==> src/rtl/disp_io_cmd_splitter_pkg.sv <==
// Shared dispatcher definitions for the I/O command splitter: field widths,
// the packed command layout and the splitter state encoding.
package disp_io_cmd_splitter_pkg;

  localparam int OPCODE_W = 6;
  localparam int ID_W     = 5;
  localparam int ADDR_W   = 32;
  localparam int LEN_W    = 16;

  typedef struct packed {
    logic [OPCODE_W-1:0] opcode;
    logic [ID_W-1:0]     target;
    logic [ID_W-1:0]     source;
    logic [ADDR_W-1:0]   address;
    logic [LEN_W-1:0]    length;
  } io_cmd_t;

  typedef enum logic {
    ST_IDLE = 1'b0,
    ST_EMIT = 1'b1
  } split_state_t;

endpackage

==> src/rtl/disp_io_chunk_calc.sv <==
// Combinational chunk calculator: given the length still to be issued and the
// address where it starts, produces the next sub-command length, whether it is
// the final one, and what is left over for the following sub-command.
module disp_io_chunk_calc
  import disp_io_cmd_splitter_pkg::*;
#(
  parameter int MAX_CHUNK  = 16,
  parameter int UNIT_SHIFT = 9
) (
  input  logic [LEN_W-1:0]  remaining,
  input  logic [ADDR_W-1:0] address,
  output logic [LEN_W-1:0]  chunk,
  output logic [LEN_W-1:0]  next_remaining,
  output logic              last,
  output logic [ADDR_W-1:0] next_address
);

  localparam logic [LEN_W-1:0] MAX_LEN = LEN_W'(MAX_CHUNK);

  logic [ADDR_W-1:0] step;

  // Clip to MAX_CHUNK; the step is widened to 32 bits before shifting so no
  // address bits are lost, and the sum is allowed to wrap.
  always_comb begin
    last           = (remaining <= MAX_LEN);
    chunk          = last ? remaining : MAX_LEN;
    next_remaining = remaining - chunk;
    step           = ADDR_W'(chunk) << UNIT_SHIFT;
    next_address   = address + step;
  end

endmodule

==> src/rtl/disp_io_cmd_splitter.sv <==
// I/O command splitter: accepts one command at a time from the dispatcher's
// command FIFO and re-issues it as a stream of sub-commands no longer than
// MAX_CHUNK units. Outputs are registered; the next chunk is precomputed so
// consecutive sub-commands (and back-to-back commands) flow without bubbles.
module disp_io_cmd_splitter
  import disp_io_cmd_splitter_pkg::*;
#(
  parameter int MAX_CHUNK  = 16,
  parameter int UNIT_SHIFT = 9
) (
  input  logic                iClock,
  input  logic                iReset,
  input  logic [OPCODE_W-1:0] iInOpcode,
  input  logic [ID_W-1:0]     iInTargetID,
  input  logic [ID_W-1:0]     iInSourceID,
  input  logic [ADDR_W-1:0]   iInAddress,
  input  logic [LEN_W-1:0]    iInLength,
  input  logic                iInCmdValid,
  output logic                oInCmdReady,
  output logic [OPCODE_W-1:0] oOutOpcode,
  output logic [ID_W-1:0]     oOutTargetID,
  output logic [ID_W-1:0]     oOutSourceID,
  output logic [ADDR_W-1:0]   oOutAddress,
  output logic [LEN_W-1:0]    oOutLength,
  output logic                oOutLast,
  output logic                oOutCmdValid,
  input  logic                iOutCmdReady
);

  split_state_t      state;
  split_state_t      state_next;

  io_cmd_t           out_cmd;
  logic              out_last;
  // Length still to issue after the sub-command currently on the outputs,
  // and the address at which that remainder starts.
  logic [LEN_W-1:0]  rem_len;
  logic [ADDR_W-1:0] rem_addr;

  logic              in_hs;
  logic              out_hs;
  logic              load;
  logic              advance;

  logic [LEN_W-1:0]  calc_rem_in;
  logic [ADDR_W-1:0] calc_addr_in;
  logic [LEN_W-1:0]  calc_chunk;
  logic [LEN_W-1:0]  calc_rem_out;
  logic              calc_last;
  logic [ADDR_W-1:0] calc_addr_out;

  assign oOutCmdValid = (state == ST_EMIT);
  assign oInCmdReady  = (state == ST_IDLE) |
                        ((state == ST_EMIT) & out_last & iOutCmdReady);

  assign in_hs   = iInCmdValid & oInCmdReady;
  assign out_hs  = oOutCmdValid & iOutCmdReady;
  assign load    = in_hs;
  assign advance = out_hs & ~out_last;

  assign oOutOpcode   = out_cmd.opcode;
  assign oOutTargetID = out_cmd.target;
  assign oOutSourceID = out_cmd.source;
  assign oOutAddress  = out_cmd.address;
  assign oOutLength   = out_cmd.length;
  assign oOutLast     = out_last;

  // Feed the calculator from the new command on a load, otherwise from the
  // stored remainder of the command in flight.
  always_comb begin
    calc_rem_in  = rem_len;
    calc_addr_in = rem_addr;
    if (load) begin
      calc_rem_in  = iInLength;
      calc_addr_in = iInAddress;
    end
  end

  disp_io_chunk_calc #(
    .MAX_CHUNK  (MAX_CHUNK),
    .UNIT_SHIFT (UNIT_SHIFT)
  ) u_chunk_calc (
    .remaining      (calc_rem_in),
    .address        (calc_addr_in),
    .chunk          (calc_chunk),
    .next_remaining (calc_rem_out),
    .last           (calc_last),
    .next_address   (calc_addr_out)
  );

  // State register.
  always_ff @(posedge iClock or negedge iReset) begin
    if (!iReset) begin
      state <= ST_IDLE;
    end else begin
      state <= state_next;
    end
  end

  // Next-state: leave Emit only when the final sub-command is taken and no
  // new command is accepted in the same cycle.
  always_comb begin
    state_next = state;
    case (state)
      ST_IDLE: begin
        if (in_hs) begin
          state_next = ST_EMIT;
        end
      end
      ST_EMIT: begin
        if (out_hs && out_last && !in_hs) begin
          state_next = ST_IDLE;
        end
      end
      default: state_next = ST_IDLE;
    endcase
  end

  // Output and remainder registers: load a fresh command or step to the next
  // chunk; hold everything otherwise (including under backpressure).
  always_ff @(posedge iClock or negedge iReset) begin
    if (!iReset) begin
      out_cmd  <= '0;
      out_last <= 1'b0;
      rem_len  <= '0;
      rem_addr <= '0;
    end else if (load) begin
      out_cmd.opcode  <= iInOpcode;
      out_cmd.target  <= iInTargetID;
      out_cmd.source  <= iInSourceID;
      out_cmd.address <= iInAddress;
      out_cmd.length  <= calc_chunk;
      out_last        <= calc_last;
      rem_len         <= calc_rem_out;
      rem_addr        <= calc_addr_out;
    end else if (advance) begin
      out_cmd.address <= rem_addr;
      out_cmd.length  <= calc_chunk;
      out_last        <= calc_last;
      rem_len         <= calc_rem_out;
      rem_addr        <= calc_addr_out;
    end
  end

endmodule

==> config.mk <==
export PLATFORM = sky130hd
export DESIGN_NAME = disp_io_cmd_splitter
export DESIGN_NICKNAME = d
export VERILOG_FILES = /design/src/rtl/disp_io_cmd_splitter_pkg.sv /design/src/rtl/disp_io_chunk_calc.sv /design/src/rtl/disp_io_cmd_splitter.sv
export SDC_FILE = /design/constraint.sdc
export NUM_CORES = 1
export LEC_CHECK = 0
export ABC_AREA = 1
export CELL_PAD_IN_SITES_DETAIL_PLACEMENT = 2
export CELL_PAD_IN_SITES_GLOBAL_PLACEMENT = 2
export CORE_ASPECT_RATIO = 2
export CORE_MARGIN = 5
export CORE_UTILIZATION = 27
export CTS_CLUSTER_SIZE = 40
export DETAILED_ROUTE_END_ITERATION = 6
export GPL_TIMING_DRIVEN = 0
export PLACE_DENSITY = 0.78
export SLEW_MARGIN = 20
export SYNTH_ARGS = -nofsm -noshare
export SYNTH_HDL_FRONTEND = slang
export SYNTH_HIERARCHICAL = 1
export SYNTH_SLANG_ARGS = --single-unit
==> constraint.sdc <==
create_clock -name iClock -period 3.5 [get_ports iClock]
set_input_delay 0.7 -clock iClock [delete_from_list [all_inputs] [get_ports iClock]]
set_output_delay 0.7 -clock iClock [all_outputs]
set_load 0.02 [all_outputs]
==> impl_metrics.csv <==
group,metric,value,unit
status,status,"completed",
layout,nets,1261,
global_route,grt_pass1_vias,8636,
sta,min_period,3.43,ns
global_route,grt_pass1_wl,45300,um
critical_path,crit_chain,"nand2_2, nand2_4, nand2_4, buf_12, buf_12, a21oi_2, nor2_1, nand2_1, nand2_2, nand3_4, nor2_4, ha_4, inv_4, fa_2, o21ai_4, nand2_2, nand2_4, nand3_4, nand2_4, nand2_2, xnor2_2, nand2_1, o21ai_0",
logic_synthesis,yosys_most_used_dff,"dfrtp_1",
logic_synthesis,ys_async_sr_fraction,1.00,
critical_path,cp-start-kind,"register",
flow_run,cap_violations,0,
routing,drt_pass1_iterations,4,
floorplan,rows,83,
layout,area_growth,46.3,%
power_and_ir_drop,powerDensity,868,mW/mm^2
clock_tree,cts_tree,"built",
floorplan,dieWidth,124,um
logic_synthesis,yosys-top-cells-area,"dfrtp_1, nand2_1, nand3_1, inv_1, o21ai_0",
sta,final_max_slew_viol_count,0,
sta,relSlewSlack,0.566,
layout,final_common_cell,"nand2_1",
global_route,track_usage,0.201,
critical_path,crit_type,"register to register",
logic_synthesis,syn_avg_cell_area,7.20,um^2
clock_tree,clk_latency,0.43,ns
sta,tightest_slew,0.650,ns
clock_tree,clkTransAtPathRegs,0.06,ns
routing,vias_per_cell,4.79,
logic_synthesis,yosysUniqueCellTypes,35,
critical_path,worst_setup_path_end_kind,"register",
critical_path,critPathArrivalTime,3.74,ns
power_and_ir_drop,ir_drop,0.342,mV
floorplan,start_util,0.272,
routing,drc,0,
global_route,grt_max_degree,86,
critical_path,cp_slowest_cell,"dfrtp_1",
sta,finalHoldViolations,0,
worst_hold_path,hold_class,"input port to async pin",
logic_synthesis,synth.top_cell.area_share,0.408,
floorplan,die_h,237,um
clock_tree,clock_path_buffers,2,
sta,setup_viol,0,
sta,finClkSkew,0.00805,ns
sta,fin_crit_sh,0.980,
place,gp_congestion,0.849,
logic_synthesis,ys_seq_area_frac,0.408,
logic_synthesis,ys_seq_elements,114,
power_and_ir_drop,power.total,8.87,mW
routing,drt_wl_total,29500,um
logic_synthesis,syn_area,0.00699,mm^2
layout,layout_common_cells,"nand2_1, nand3_1, clkdlybuf4s50_1",
clock_tree,cts_made_buffers,17,
global_route,grt_antenna_before_repair,0,
logic_synthesis,synth-warning-count,6,
floorplan,core_area,0.0257,mm^2
clock_tree,root_buffer,"clkbuf_16",
sta,max_freq,292,MHz
routing,postRouteAntennaNets,0,
critical_path,cp_slowest_stage_delay,0.39,ns
routing,drtIter0Drc,188,
layout,drive_above_1_share,0.176,
critical_path,crit_required,3.81,ns
clock_tree,htree_num_levels,4,
sta,fin_setup_tns,0,ns
place,postPlaceCellArea,0.00886,mm^2
floorplan,die-area,0.0294,mm^2
layout,stdcell_area,0.0102,mm^2
floorplan,ios,135,
logic_synthesis,synth-edff-count,0,
layout,diodes,0,
place,io_buffer_count,133,
clock_tree,cts-hold-fix-buffers,0,
logic_synthesis,synth_cells,971,
critical_path,critPathMaxFanout,10,
routing,via_count,7306,
routing,wl_per_cell,19.3,um
clock_tree,clock-sinks,114,
logic_synthesis,synth.largest_area_cell,"dfrtp_1",
place,hpwl,21000,um
global_route,overflow,0,
power_and_ir_drop,power_leakage,5.07,nW
==> power by group <==
part	switching (mW)	total, mW	internal, mW
clock network	0.678	1.92	1.24
logic	2.94	4.85	1.91
registers	0.248	2.10	1.86
total	3.87	8.87	5.00
==> flip-flops by register name, summed over array words and instances (netlist names) <==
| register | count |
|---|---|
| oOutOpcode | 6 |
| oOutLast | 1 |
| oOutAddress | 32 |
| oOutLength | 16 |
| oOutSourceID | 5 |
| rem_addr | 32 |
| oOutCmdValid | 1 |
| rem_len | 16 |
| oOutTargetID | 5 |
==> worst max-delay path, delay by kind of cell, from the launching register on <==
family	cells	cell delay, ns
buffers and inverters	3	0.37
flip-flops	1	0.39
AO/OA/AOI/OAI	3	0.39
adder cells (fa/ha/maj)	2	0.56
AND/OR/NAND/NOR	14	1.45
XOR/XNOR	1	0.13
==> kinds of logic (layout without fill, tap and decap cells) <==
logic type	count (synthesis)	count (layout)	share of synthesized area
AO/OA/AOI/OAI	102	102	0.0784
XOR/XNOR	22	22	0.0276
adder cells (fa/ha/maj)	18	18	0.0333
buffers and inverters	187	381	0.118
flip-flops	114	114	0.408
other	2	23	0.00107
AND/OR/NAND/NOR	526	526	0.333
==> worst paths after layout <==
check                              start         endpoint  slack [ns]  cells after the start
setup / recovery                oOutLast     rem_addr[29]        0.07                     23
hold / removal                    iReset  oOutAddress[15]        0.11                      1
setup reg to reg                oOutLast     rem_addr[29]        0.07                     23
hold reg to reg            oOutOpcode[0]    oOutOpcode[0]        0.47                      2
max in group asynchronous         iReset      rem_len[10]        2.64                      2
min in group iClock        oOutOpcode[0]    oOutOpcode[0]        0.47                      2
==> through the flow <==
step           cells  hold WS (ns)   util  setup slack (ns)
2_1_floorplan    992         0.404      -            0.0406
5_1_grt         1526         0.111  0.398           -0.0876
6_report        1526         0.110  0.398            0.0709
3_5_place_dp    1466         0.459  0.345             -1.59
4_1_cts         1522         0.105  0.390            0.0361
3_3_place_gp    1465         0.454  0.344             -3.28
==> Yosys cell counts (2+ instances only) <==
master and number:
nand2_1 271, nand3_1 147, inv_1 118, dfrtp_1 114, o21ai_0 56, nor2_1 50
a21oi_1 33, and2_1 32, buf_2 32, buf_4 22, ha_1 17, xor2_1 16
clkbuf_1 12, nand4_1 7, xnor2_1 6, nor2_2 5, nor3_1 4, a21o_1 3
o21ai_1 3, o21ai_2 3, conb_1 2, inv_2 2, nand2_2 2, nand2_4 2
nand3b_1 2
==> final cells by class <==
class | instances | area [um^2]
flip-flops and latches | 114 | 2850
plain buffers | 65 | 445
multi-input cells | 691 | 3800
well taps | 340 | 425
clock buffers | 21 | 470
clock inverters | 9 | 155
inverters | 121 | 457
fillers | 2957 | 15400
repair buffers | 165 | 1610
==> metal layers <==
| layer | global-route usage | part of all wire | routed length, um |
|---|---|---|---|
| met2 | 0.410 | 0.59 | 17400 |
| met3 | 0.0355 | 0.031 | 920 |
| met4 | 0.0787 | 0.042 | 1230 |
| met5 | 0 | 0 | 0 |
| met1 | 0.188 | 0.34 | 9940 |
==> timing repair <==
item,4_1_cts,5_1_grt
gates resized for setup,91,46
hold endpoints to repair,0,0
setup endpoints to repair,28,17
pin swaps,25,19
cloned,1,0
buffers inserted,26,6
Power figures use the tool's default switching activity.
